<file path="src/rtl/alu_seq_pkg.sv">
// Shared types and constants for the ALU command sequencer and its settle timer.
package alu_seq_pkg;

  localparam int CTRL_W   = 4;
  localparam int SETTLE_W = 4;

  localparam logic [CTRL_W-1:0] CTRL_LAST = 4'hF;

  typedef enum logic [1:0] {
    IDLE,
    DRIVE,
    PRESENT
  } seq_state_e;

endpackage

</file>
<file path="src/rtl/alu_seq_settle_timer.sv">
// Loadable down-counter; zero_next flags the enabled cycle whose edge brings it to zero.
module alu_seq_settle_timer
  import alu_seq_pkg::*;
(
  input  logic                clk,
  input  logic                rst,
  input  logic                load,
  input  logic [SETTLE_W-1:0] value,
  input  logic                en,
  output logic                zero_next
);

  logic [SETTLE_W-1:0] count;

  // NOTE: sequential state uses <= so every flop samples pre-edge values, independent of block order.
  always_ff @(posedge clk or posedge rst) begin
    if (rst) begin
      count <= '0;
    end else if (load) begin
      count <= value;
    end else if (en && (count != '0)) begin
      count <= count - SETTLE_W'(1);
    end
  end

  assign zero_next = en && (count == SETTLE_W'(1));

endmodule

</file>
<file path="src/rtl/alu_cmd_sequencer.sv">
// Drives a combinational ALU from registered operands and returns each settled result,
// optionally sweeping the opcode up to 4'hF.
module alu_cmd_sequencer
  import alu_seq_pkg::*;
#(
  parameter int WIDTH      = 8,
  parameter int SETTLE_CYC = 1
) (
  input  logic              clk,
  input  logic              rst,
  input  logic              cmd_valid,
  output logic              cmd_ready,
  input  logic              cmd_sweep,
  input  logic [CTRL_W-1:0] cmd_ctrl,
  input  logic [WIDTH-1:0]  cmd_a,
  input  logic [WIDTH-1:0]  cmd_b,
  output logic [WIDTH-1:0]  alu_a,
  output logic [WIDTH-1:0]  alu_b,
  output logic [CTRL_W-1:0] alu_ctrl,
  input  logic [WIDTH-1:0]  alu_result,
  output logic              rsp_valid,
  input  logic              rsp_ready,
  output logic [CTRL_W-1:0] rsp_ctrl,
  output logic [WIDTH-1:0]  rsp_result,
  output logic              rsp_last,
  output logic              busy
);

  seq_state_e state;
  logic       sweep_r;
  logic       accept;
  logic       handshake;
  logic       settle_done;

  assign cmd_ready = (state == IDLE);
  assign busy      = (state != IDLE);
  assign rsp_valid = (state == PRESENT);

  assign accept    = cmd_ready && cmd_valid;
  assign handshake = rsp_valid && rsp_ready;

  // Reload on every accept and on every handshake that continues a sweep.
  alu_seq_settle_timer u_timer (
    .clk       (clk),
    .rst       (rst),
    .load      (accept || (handshake && !rsp_last)),
    .value     (SETTLE_W'(SETTLE_CYC)),
    .en        (state == DRIVE),
    .zero_next (settle_done)
  );

  always_ff @(posedge clk or posedge rst) begin
    if (rst) begin
      state      <= IDLE;
      sweep_r    <= 1'b0;
      alu_a      <= '0;
      alu_b      <= '0;
      alu_ctrl   <= '0;
      rsp_ctrl   <= '0;
      rsp_result <= '0;
      rsp_last   <= 1'b0;
    end else begin
      case (state)
        IDLE: begin
          if (cmd_valid) begin
            alu_a    <= cmd_a;
            alu_b    <= cmd_b;
            alu_ctrl <= cmd_ctrl;
            sweep_r  <= cmd_sweep;
            state    <= DRIVE;
          end
        end
        DRIVE: begin
          if (settle_done) begin
            rsp_result <= alu_result;
            rsp_ctrl   <= alu_ctrl;
            rsp_last   <= !sweep_r || (alu_ctrl == CTRL_LAST);
            state      <= PRESENT;
          end
        end
        PRESENT: begin
          if (rsp_ready) begin
            if (rsp_last) begin
              state <= IDLE;
            end else begin
              // rsp_last is set on 4'hF, so this increment never wraps.
              alu_ctrl <= alu_ctrl + CTRL_W'(1);
              state    <= DRIVE;
            end
          end
        end
        default: state <= IDLE;
      endcase
    end
  end

endmodule

</file>
<file path="config.mk">
export PLATFORM = sky130hd
export DESIGN_NAME = alu_cmd_sequencer
export DESIGN_NICKNAME = d
export VERILOG_FILES = /design/src/rtl/alu_seq_pkg.sv /design/src/rtl/alu_seq_settle_timer.sv /design/src/rtl/alu_cmd_sequencer.sv
export SDC_FILE = /design/constraint.sdc
export NUM_CORES = 1
export LEC_CHECK = 0
export ABC_CLOCK_PERIOD_IN_PS = 2690
export CAP_MARGIN = 20
export CORE_ASPECT_RATIO = 1.25
export CORE_MARGIN = 2
export CORE_UTILIZATION = 40
export CTS_BUF_LIST = sky130_fd_sc_hd__clkbuf_4
export DETAILED_ROUTE_END_ITERATION = 16
export GPL_TIMING_DRIVEN = 0
export HOLD_SLACK_MARGIN = 0.02
export PLACE_DENSITY = 0.75
export SETUP_SLACK_MARGIN = 0.05
export SYNTH_ARGS = -nofsm -noshare
export SYNTH_HDL_FRONTEND = slang
export SYNTH_SLANG_ARGS = --single-unit
</file>
<file path="constraint.sdc">
create_clock -name clk -period 2.69 [get_ports clk]
set_input_delay 0.4035 -clock clk [delete_from_list [all_inputs] [get_ports clk]]
set_output_delay 0.4035 -clock clk [all_outputs]
set_load 0.01 [all_outputs]
</file>
==> summary.txt, run 1 <==
Route
  – DR WL/cell: 12.6 um
  – DRT Pass-1 Iters: 4
  – DRC viols: 0
  – Via count: 1,420
  – Number of vias per cell: 4.75
  – Initial DRC Count: 36
  – Routed WL: 3780 um
  – Post-route ant nets: 0

Cells and area
  – Layout cells sized above 1: 14.5%
  – Layout Nets: 278
  – Antenna fix cells: 0
  – Synth-to-Final Area Change: 43.8%

Die
  – Core box area: 4390 um2
  – Die width: 64.5 um
  – Row cnt: 27
  – Io pins: 69
  – Initial Utilization: 41.7%
  – Die Ht: 79.7 um
  – Die area: 5140 um2

STA
  – Final Hold Fails: 0
  – TNS Setup: 0 ns
  – Clock Skew: 0.00726 ns
  – Pins Over Slew Limit: 0
  – Unrepaired setup endpoints after global routing: false
  – Final worst setup slack: 0.450 ns
  – Endpoints failing setup: 0
  – Worst slew pin tran: 0.805 ns
  – Fmax: 446 MHz
  – Tcrit/Tclk final: 83.3%
  – Slew margin rel.: 46.3%
  – Min Hold Slack: 0.483 ns
  – Minimum clock period: 2.24 ns

Clocking
  – Worst-Skew Late Latency: 0.34 ns
  – Cts repair resizes: 0
  – CTS tree: done
  – Sink Count: 40
  – Register clock-pin slew on the reported worst setup and hold paths: 0.11 ns
  – Hold_buf cts: 0
  – Post-CTS setup buffers: 0
  – Root Buffer: clkbuf_4
  – Num CTS Buffers: 5
  – Max clock buf depth: 2
  – H-tree depth: 2

Yosys
  – Synth Area in Adders: 2.73%
  – Post-synth top area share: 54.6%
  – Distinct cells, synth: 33
  – EDFF count, synth: 0
  – Main combinational cell family by area after synthesis: simple AND/OR/NAND/NOR gates
  – Yosys reg bits: 40
  – Compound-gate portion of the synthesized area: 6.28%
  – Netlist Area Pre-Place: 1830 um2
  – Post-Synth XOR/XNOR Area: 0%
  – Register area share after synthesis: 54.6%
  – Synth area leader: dfrtp_1
  – Post-Synth Simple-Gate Area: 21.0%
  – Mean post-synth cell area: 11.0 um2
  – Share of flip-flops with an asynchronous set or reset: 100%
  – Post-synth top cells: nand2_1 (51), dfrtp_1 (40), mux2_4 (9)
  – Top_reg_cell synth: dfrtp_1
  – Cells after Synth: 166
  – Synth Warn #: 0
  – Count leader, synth: nand2_1
  – Multiplexer share of the synthesized area: 11.4%
  – Largest cells by area after synthesis: dfrtp_1 (55%), nand2_1 (10%), mux2_4 (7.4%)
  – Synth Net Count: 203

Worst setup path
  – Reg-to-Reg End: rsp_result[1]
  – Crit Path Class: reg -> out
  – CP Max Fanout: 10
  – Cell count of the worst reg-to-reg path: 6
  – Flop2flop setup slack: 1.04 ns
  – Reg2reg start: u_timer.count[1]
  – Worst setup path end: rsp_valid
  – Critical Path RT: 2.29 ns
  – Startpoint types: flop
  – Worst Path Arrival: 1.84 ns
  – Crit end category: output port
  – Critical path origin: state[0]

Global route
  – Gr usage total: 16.7%
  – First-pass GRT wire length: 6700 um
  – Largest net degree at the start of global routing: 41
  – Vias in the first global route: 1,428
  – Total grt overflow: 0
  – Initial antenna violation count: 0

Power
  – Cell Pwr Density: 1170 nW/um2
  – Leak pwr: 1.25 nW
  – VDD IR max: 568 uV

Place
  – Buffers on Ports: 68
  – Post-Place Setup Slack: 0.838 ns
  – Routability cong.: 0.746
  – Dpl hpwl: 2780 um

Hold path
  – Hold WC Path Type: reg -> reg

Job
  – Max-cap violations: 0

Run status
  – Status: finished clean
-- state kept, by name (all words and copies together), names as in the netlist --
signal	flops
alu_a	8
alu_b	8
alu_ctrl	4
rsp_ctrl	4
rsp_last	1
rsp_result	8
state	2
sweep_r	1
u_timer.count	4
-- cell families after synthesis --
family / Yosys count
AND/OR/NAND/NOR: 76
flip-flops: 40
AO/OA/AOI/OAI: 17
multiplexers: 16
buffers and inverters: 13
adder cells (fa/ha/maj): 4
-- worst min path at each step --
stage / from / to / slack (ns) / cells after the start
detailed placement: alu_a[4] / alu_a[4] / 0.46 / 2
floorplan: sweep_r / sweep_r / 0.44 / 2
global placement: alu_b[2] / alu_b[2] / 0.46 / 2
finish: alu_a[4] / alu_a[4] / 0.48 / 2
CTS: alu_a[4] / alu_a[4] / 0.49 / 2
global route: alu_b[1] / alu_b[1] / 0.51 / 2
-- routing by layer --
metal | track usage [%] | wire (um) | part of all wire [%] | up-vias
met3 | 5.64 | 293 | 7.8 | 6
li1 | - | - | - | 707
met5 | 0 | 0 | 0 | -
met1 | 21.5 | 1580 | 42 | 658
met4 | 5.74 | 63 | 1.7 | 0
met2 | 26.5 | 1850 | 49 | 49
-- placed cells by master, fill, tap and decap left out --
cell,instances
clkdlybuf4s50_1,68
nand2_1,51
dfrtp_1,40
mux2_4,9
nand3_1,6
clkbuf_4,6
buf_2,5
a21oi_1,4
mux2i_1,4
inv_1,4
ha_1,4
nor2_1,3
o21ai_0,3
o22ai_1,3
mux2_2,3
nand2b_1,2
buf_6,2
nor3b_1,2
a22oi_1,2
o2bb2ai_1,2
nor3_1,2
buf_4,1
nor3b_2,1
or3b_1,1
nor3b_4,1
and4bb_2,1
nor2b_4,1
nand2_4,1
a41oi_1,1
and3_1,1
nand4bb_1,1
or3b_2,1
inv_2,1
a2111oi_2,1
o21ai_1,1
nor4bb_1,1
clkinv_2,1
-- area by class of cell --
type / count / area, um2
Multi-Input combinational cell: 113 / 758
Timing Repair Buffer: 68 / 681
Clock buffer: 6 / 45.0
Buffer: 8 / 55.1
Tap cell: 58 / 72.6
Inverter: 5 / 18.8
Clock inverter: 1 / 5.00
Fill cell: 391 / 1760
Sequential cell: 40 / 1000
-- power breakdown --
| group | total [mW] | internal [mW] | switching (mW) | leakage, nW |
|---|---|---|---|---|
| clock | 0.288 | 0.106 | 0.182 | 0.0315 |
| combinational | 1.67 | 0.971 | 0.696 | 0.732 |
| sequential | 1.12 | 0.899 | 0.220 | 0.487 |
| total | 3.07 | 1.98 | 1.10 | 1.25 |
-- per-stage QoR --
| stage | total power [mW] | instance area (um2) | cells | util (%) |
|---|---|---|---|---|
| 3_3_place_gp | 2.78 | 2590 | 292 | 58.9 |
| 5_1_grt | 3.32 | 2640 | 299 | 60.0 |
| 2_1_floorplan | 2.06 | 1830 | 166 | - |
| 3_5_place_dp | 2.82 | 2590 | 292 | 58.9 |
| 6_report | 3.07 | 2640 | 299 | 60.0 |
| 4_1_cts | 3.11 | 2640 | 299 | 60.0 |
-- critical path: stages (launching register included) --
cell and delay [ns]:
dfrtp_1 0.38, buf_4 0.16, nand2b_1 0.13, buf_2 0.18, inv_1 0.09, clkdlybuf4s50_1 0.55
No activity file was read; power rests on OpenSTA's default activity.
==> run 2, diff against run 1 <==
--- a/config.mk
+++ b/config.mk
@@ -5,7 +5,7 @@
 export SDC_FILE = /design/constraint.sdc
 export NUM_CORES = 1
 export LEC_CHECK = 0
-export ABC_CLOCK_PERIOD_IN_PS = 2690
+export ABC_CLOCK_PERIOD_IN_PS = 2100
 export CAP_MARGIN = 20
 export CORE_ASPECT_RATIO = 1.25
 export CORE_MARGIN = 2
==> constraint.sdc (replaced) <==
create_clock -name clk -period 2.1 [get_ports clk]
set_input_delay 0.315 -clock clk [delete_from_list [all_inputs] [get_ports clk]]
set_output_delay 0.315 -clock clk [all_outputs]
set_load 0.01 [all_outputs]
==> summary.txt, run 2 (synthesized netlist as in run 1, its figures left out) <==
Cells and area
  – Layout Nets: 278
  – Antenna fix cells: 0
  – Layout cells sized above 1: 14.5%
  – Synth-to-Final Area Change: 43.8%
  – Most frequent cells in the layout: clkdlybuf4s50_1 (67), nand2_1 (51), dfrtp_1 (40)
  – Regs by FF count: alu_a x8, alu_b x8, rsp_result x8
  – Final non-filler cell area: 2640 um2
  – Most common cell after layout, fill and taps aside: clkdlybuf4s50_1

Place
  – Routability cong.: 0.746
  – Placement Cell Area: 2590 um2
  – Post-Place Setup Slack: 0.337 ns
  – Buffers on Ports: 68
  – Dpl hpwl: 2780 um

Route
  – Via count: 1,424
  – Number of vias per cell: 4.76
  – DRC viols: 0
  – DRT Pass-1 Iters: 4
  – Post-route ant nets: 0
  – Initial DRC Count: 36
  – Routed WL: 3780 um
  – DR WL/cell: 12.6 um

Run status
  – Status: finished clean

Die
  – Core box area: 4390 um2
  – Die area: 5140 um2
  – Initial Utilization: 41.7%
  – Row cnt: 27
  – Die width: 64.5 um
  – Die Ht: 79.7 um
  – Io pins: 69

Global route
  – Largest net degree at the start of global routing: 41
  – Gr usage total: 16.7%
  – Initial antenna violation count: 0
  – First-pass GRT wire length: 6700 um
  – Vias in the first global route: 1,428
  – Total grt overflow: 0

Worst setup path
  – CP Max Fanout: 10
  – Crit end category: output port
  – Worst Path Arrival: 1.61 ns
  – Critical Path RT: 1.78 ns
  – Startpoint types: flop
  – Crit Path Class: reg -> out

STA
  – Min Hold Slack: 0.437 ns
  – Tcrit/Tclk final: 91.5%
  – Worst slew pin tran: 0.805 ns
  – Final worst setup slack: 0.179 ns
  – Minimum clock period: 1.92 ns
  – Clock Skew: 0.00845 ns
  – Unrepaired setup endpoints after global routing: false
  – Pins Over Slew Limit: 0
  – Endpoints failing setup: 0
  – TNS Setup: 0 ns
  – Final Hold Fails: 0
  – Slew margin rel.: 46.2%
  – Fmax: 520 MHz

Clocking
  – Num CTS Buffers: 5
  – H-tree depth: 2
  – Root Buffer: clkbuf_4
  – Post-CTS setup buffers: 0
  – Max clock buf depth: 2
  – Worst-Skew Late Latency: 0.34 ns
  – Cts repair resizes: 1
  – Sink Count: 40
  – Register clock-pin slew on the reported worst setup and hold paths: 0.11 ns
  – CTS tree: done
  – Hold_buf cts: 0

Power
  – Cell Pwr Density: 1490 nW/um2
  – Leak pwr: 1.25 nW
  – Total Power: 3.93 mW
  – VDD IR max: 729 uV

Job
  – Max-cap violations: 0

Hold path
  – Hold WC Path Type: in -> async
[run 2: changes by cell type in the layout (fill, tap and decap cells not counted), sizes merged]
cell,delta
dlygate4sd2,+1
clkdlybuf4s50,-1
[run 2: worst paths after layout]
kind | from | end | slack [ns] | cells after the start
setup / recovery | state[0] | cmd_ready | 0.18 | 3
hold / removal | rst | rsp_ctrl[1] | 0.44 | 2
setup reg to reg | u_timer.count[1] | rsp_result[1] | 0.45 | 6
hold reg to reg | alu_a[4] | alu_a[4] | 0.48 | 2
max in group asynchronous | rst | rsp_result[2] | 1.15 | 2
min in group clk | alu_a[4] | alu_a[4] | 0.48 | 2
[run 2: metal layers]
metal	global-route usage, %	wire (um)	up-vias
met5	0	0	-
met4	5.74	63	0
met3	5.64	291	6
met2	26.5	1840	49
met1	21.5	1580	662
li1	-	-	707
[run 2: per-stage QoR]
step / utilization [%] / instances
2_1_floorplan: - / 166
3_3_place_gp: 58.9 / 292
3_5_place_dp: 58.9 / 292
4_1_cts: 60.0 / 299
5_1_grt: 60.0 / 299
6_report: 60.0 / 299
[run 2: report_power, final]
part           leakage [nW]  internal, mW  switching (mW)
logic                 0.736          1.24           0.890
registers             0.487          1.15           0.283
clock network        0.0315         0.136           0.234
total                  1.25          2.53            1.41
[run 2: critical path: stages, from the launching register on]
cell,delay (ns)
dfrtp_1,0.38
buf_4,0.16
nor2_1,0.16
clkdlybuf4s50_1,0.56
[run 2: area by class of cell]
cell class,count,area [um2]
plain buffers,8,55.1
clock buffers,6,45.0
clock inverters,1,5.00
fillers,392,1760
inverters,5,18.8
multi-input cells,113,758
flip-flops and latches,40,1000
well taps,58,72.6
repair buffers,68,679
==> run 3, diff against run 2 <==
--- a/config.mk
+++ b/config.mk
@@ -8,7 +8,7 @@
 export ABC_CLOCK_PERIOD_IN_PS = 2100
 export CAP_MARGIN = 20
 export CORE_ASPECT_RATIO = 1.25
-export CORE_MARGIN = 2
+export CORE_MARGIN = 3
 export CORE_UTILIZATION = 40
 export CTS_BUF_LIST = sky130_fd_sc_hd__clkbuf_4
 export DETAILED_ROUTE_END_ITERATION = 16
==> summary.txt, run 3 (synthesized netlist as in run 1, its figures left out) <==
Clocking
  – Register clock-pin slew on the reported worst setup and hold paths: 0.12 ns
  – Worst-Skew Late Latency: 0.34 ns
  – Post-CTS setup buffers: 0
  – CTS tree: done
  – Num CTS Buffers: 5
  – Max clock buf depth: 2
  – Root Buffer: clkbuf_4
  – Hold_buf cts: 0
  – H-tree depth: 2
  – Sink Count: 40

Hold path
  – Hold WC Path Type: in -> async

Place
  – Buffers on Ports: 68
  – Dpl hpwl: 2940 um
  – Routability cong.: 0.767

Die
  – Io pins: 69
  – Row cnt: 26
  – Die width: 66.5 um
  – Die Ht: 81.7 um
  – Core box area: 4260 um2
  – Initial Utilization: 43.0%
  – Die area: 5440 um2

Power
  – VDD IR max: 789 uV
  – Cell Pwr Density: 1530 nW/um2
  – Leak pwr: 1.27 nW

Route
  – Initial DRC Count: 92
  – Via count: 1,462
  – DR WL/cell: 13.3 um
  – Routed WL: 3970 um
  – Number of vias per cell: 4.91
  – DRC viols: 0
  – DRT Pass-1 Iters: 4
  – Post-route ant nets: 0

STA
  – Unrepaired setup endpoints after global routing: false
  – Pins Over Slew Limit: 0
  – Minimum clock period: 1.89 ns
  – Fmax: 529 MHz
  – Worst slew pin tran: 0.815 ns
  – Clock Skew: 0.00656 ns
  – TNS Setup: 0 ns
  – Min Hold Slack: 0.444 ns
  – Tcrit/Tclk final: 90.0%
  – Final Hold Fails: 0
  – Slew margin rel.: 45.6%
  – Endpoints failing setup: 0

Global route
  – Gr usage total: 15.9%
  – Initial antenna violation count: 0
  – Largest net degree at the start of global routing: 41
  – Total grt overflow: 0
  – First-pass GRT wire length: 6480 um
  – Vias in the first global route: 1,403

Worst setup path
  – CP Max Fanout: 10
  – Startpoint types: flop
  – Worst Path Arrival: 1.58 ns
  – Crit end category: output port
  – Critical Path RT: 1.78 ns
  – Crit Path Class: reg -> out

Cells and area
  – Most common cell after layout, fill and taps aside: clkdlybuf4s50_1
  – Synth-to-Final Area Change: 45.3%
  – Most frequent cells in the layout: clkdlybuf4s50_1 (67), nand2_1 (51), dfrtp_1 (40)
  – Layout Nets: 278
  – Antenna fix cells: 0
  – Utilization after layout: 62.5%
  – Regs by FF count: alu_a x8, alu_b x8, rsp_result x8
  – Layout cells sized above 1: 14.9%
  – # fillers: 371

Run status
  – Status: finished clean

Job
  – Max-cap violations: 0
run 3: cell count changes in the layout (fill, tap and decap cells not counted), sizes merged:
cell and delta:
bufinv +1
run 3: power breakdown:
group	internal (mW)	leakage (nW)	total, mW	switching (mW)
clock network	0.262	0.0456	0.502	0.240
registers	1.15	0.487	1.43	0.283
logic	1.24	0.736	2.13	0.893
run 3: worst paths after layout:
kind | from | to | slack, ns | depth (start not counted)
max in group asynchronous | rst | alu_a[0] | 1.15 | 2
min | rst | alu_a[6] | 0.44 | 2
min in group clk | alu_b[3] | alu_b[3] | 0.48 | 2
min reg2reg | alu_b[3] | alu_b[3] | 0.48 | 2
max reg2reg | u_timer.count[1] | rsp_result[5] | 0.46 | 6
max | state[1] | busy | 0.21 | 3
run 3: through the flow:
stage	worst slack [ns]	instances	power [mW]	instance area, um2
2_1_floorplan	0.611	166	2.63	1830
3_3_place_gp	-0.0152	290	3.58	2580
3_5_place_dp	0.331	290	3.61	2580
4_1_cts	0.189	298	4.12	2660
5_1_grt	0.116	298	4.38	2660
6_report	0.210	298	4.07	2660
run 3: worst max-delay path, stage by stage, from the launching register on:
cell and delay [ns]:
dfrtp_1 0.56, nor2_1 0.09, inv_1 0.06, clkdlybuf4s50_1 0.52
run 3: per-layer routing:
metal	track usage (%)	share of wire, %	up-vias
li1	-	-	707
met1	17.9	42	702
met2	27.3	49	47
met3	4.92	6.6	6
met4	7.32	1.9	0
met5	0	0	-
run 3: final cells by class:
class                   count  area [um2]  share of cell area, %
multi-input cells         113         758                   28.5
flip-flops and latches     40        1000                   37.6
clock buffers               6        45.0                   1.69
well taps                  56        70.1                   2.63
clock inverters             2        35.0                   1.32
inverters                   5        18.8                  0.705
repair buffers             68         679                   25.5
plain buffers               8        55.1                   2.07
run 3: timing repair:
item,CTS,global route
endpoints found under the hold margin,0,0
setup endpoints to repair,1,0
resized for setup,1,0
==> variant: new RTL, flow settings as in run 3 <==
Reset style: synchronous (`rst`), changed in 2 clocked blocks.
--- a/src/rtl/alu_seq_settle_timer.sv
+++ b/src/rtl/alu_seq_settle_timer.sv
@@ -13,7 +13,7 @@
   logic [SETTLE_W-1:0] count;
 
   // NOTE: sequential state uses <= so every flop samples pre-edge values, independent of block order.
-  always_ff @(posedge clk or posedge rst) begin
+  always_ff @(posedge clk) begin
     if (rst) begin
       count <= '0;
     end else if (load) begin
--- a/src/rtl/alu_cmd_sequencer.sv
+++ b/src/rtl/alu_cmd_sequencer.sv
@@ -49,7 +49,7 @@
     .zero_next (settle_done)
   );
 
-  always_ff @(posedge clk or posedge rst) begin
+  always_ff @(posedge clk) begin
     if (rst) begin
       state      <= IDLE;
       sweep_r    <= 1'b0;
Check against the original RTL: differs if rst is asserted again (counterexample within 4 cycles, from zero or initial values and one cycle with rst high); with rst held inactive, the same outputs for 10 cycles.
==> variant against run 3 <==
Worst setup slack lost 73 ps. Routed wire length grew 8.3%. Global-route usage grew 2.0 points. Cell area shrank 6.3%. Cell count grew 11%. Synthesized area shrank 9.0%. Clock skew grew 1.4 ps. Highest routed layer unchanged. Critical path depth grew 1. Register-to-register slack lost 70 ps. Sequential cell count is the same.
Power is not compared: it rests on default switching activity, and its combinational part moved more than twofold at a synthesized area within 25%.
==> variant: results (changes against run 3) <==
SYNTHADDERAREAFRAC=0.02251  # was 0.02730
SYNTH-COMPOUND-AREA-SHARE=0.2168  # was 0.06280
MAX_SLEW_MARGIN_VS_LIMIT=0.6835  # was 0.4561
GRT_START_MAX_NET_PINS=14  # was 41
FINAL_UTIL=0.6378  # was 0.6248
CRIT_ARRIVAL_PS=1650  # was 1580 ps
YS_SEQ_AREA_FRAC=0.4801  # was 0.5461
GR-USAGE-MET1=0.2092  # was 0.1792
CLOCK-SKEW-FINAL_PS=7.973  # was 6.555 ps
CRITICAL_PATH.MAX_FANOUT=10  # unchanged
INSTANCES_NO_FILL=332  # was 298
CTS_RESIZED=3  # was 1
GRT_UTIL_ALL_LAYERS=0.1790  # was 0.1590
DR.FIRST_ITER.DRC_COUNT=61  # was 92
POST-CTS-SETUP-BUFFER-COUNT=0  # unchanged
PORT-BUFFER-COUNT=67  # was 68
CTS.HTREE.LEVELS=2  # unchanged
FINALWIRELENGTH_UM=4301  # was 3972 um
IR_WORST_VDD_uV=401.9
GRT_PASS1_WL_UM=7293  # was 6479 um
POST-PLACE-WS_PS=287.3  # was 331.4 ps
SYN-NUM-NETS=239  # was 203
POSTPLACECELLAREA_SQ_MM=0.002406  # was 0.002584 sq mm
FIN_NETS=313  # was 278
GLOBAL_ROUTE.USAGE.MET2=0.2999  # was 0.2728
HOLD_PATH.CLASS='in -> reg'  # was in -> async
SYN-INSTANCE-COUNT=203  # was 166
OUTCOME='finished, final reports clean'  # unchanged
PLACEDCELLCOUNT=324  # was 290
PLACE.DETAILED.HPWL_UM=3236  # was 2936 um
VIAS_PER_CELL=5.123  # was 4.906
GLOBAL_ROUTE.USAGE.MET3=0.07010  # was 0.04925
SYNTHTOPCELLSBYAREA='sky130_fd_sc_hd__dfxtp_1 (48%), sky130_fd_sc_hd__a21oi_1 (11%), sky130_fd_sc_hd__nand2_1 (9.0%)'  # was sky130_fd_sc_hd__dfrtp_1 (55%), sky130_fd_sc_hd__nand2_1 (10%), sky130_fd_sc_hd__mux2_4 (7.4%)
GRT_PASS1_VIAS=1637  # was 1403
ASYNC_RESET_FF_FRAC=0  # was 1.000
FILL_CELLS=351  # was 371
CRITICAL_PATH.SLOWEST_CELL='sky130_fd_sc_hd__clkdlybuf4s50_1'  # was sky130_fd_sc_hd__dfrtp_1
PLACE_CONGESTION=0.8333  # was 0.7672
SYNTH.CELLS.MOST_FREQUENT='sky130_fd_sc_hd__dfxtp_1 (40), sky130_fd_sc_hd__nand2_1 (40), sky130_fd_sc_hd__a21oi_1 (36), sky130_fd_sc_hd__nand3_1 (16), sky130_fd_sc_hd__o21ai_0 (14)'  # was sky130_fd_sc_hd__nand2_1 (51), sky130_fd_sc_hd__dfrtp_1 (40), sky130_fd_sc_hd__mux2_4 (9), sky130_fd_sc_hd__nand3_1 (6)
WORST_PATH_LARGEST_CELL_DELAY_PS=540  # was 560 ps
SYNTH_MUX_AREA_FRAC=0  # was 0.1140
## variant: changes by cell type after synthesis, sizes merged, moves of 12 or more
cell          run 3  this run
dfrtp            40         0
mux2             12         0
dfxtp             0        40
a21oi             4        36
nand2            52        40
## variant: worst reg2reg max path, delay by kind of cell (launching register included)
kind | cells | cell delay [ps]
fa+ha+maj | 1 | 150
buf+inv | 2 | 310
simple gates | 1 | 510
flops | 1 | 340
compound gates | 2 | 280
## variant: final cells by class
| type | count | area share |
|---|---|---|
| buffer | 14 | 0.02559 |
| sequential | 40 | 0.3211 |
| multi-input combinational | 142 | 0.3146 |
| clock buffer | 5 | 0.01505 |
| inverter | 7 | 0.01054 |
| tap | 54 | 0.02709 |
| clock inverter | 3 | 0.01706 |
| timing repair buffer | 67 | 0.2689 |
## variant: power by group
| group | leakage (uW) | internal, uW | switching [uW] | total (uW) |
|---|---|---|---|---|
| combinational | 0.000540 | 203 | 194 | 398 |
| clock | 0.0000412 | 248 | 252 | 500 |
| sequential | 0.000327 | 806 | 32.7 | 838 |
## variant: routing by layer
| layer | wire length [um] | vias to the layer above | part of all wire |
|---|---|---|---|
| li1 | - | 857 | - |
| met5 | 0 | - | 0 |
| met1 | 1832 | 781 | 0.43 |
| met3 | 323 | 11 | 0.075 |
| met4 | 85 | 0 | 0.020 |
| met2 | 2060 | 52 | 0.48 |
## variant: worst paths after layout
check,endpoint,cells after the start,slack [ps],from
worst max-delay path,rsp_valid,4,140,state[0]
worst min-delay path,u_timer.count[0],2,410,rst
worst max register to register,rsp_result[0],6,390,u_timer.count[1]
worst min register to register,rsp_last,1,460,sweep_r
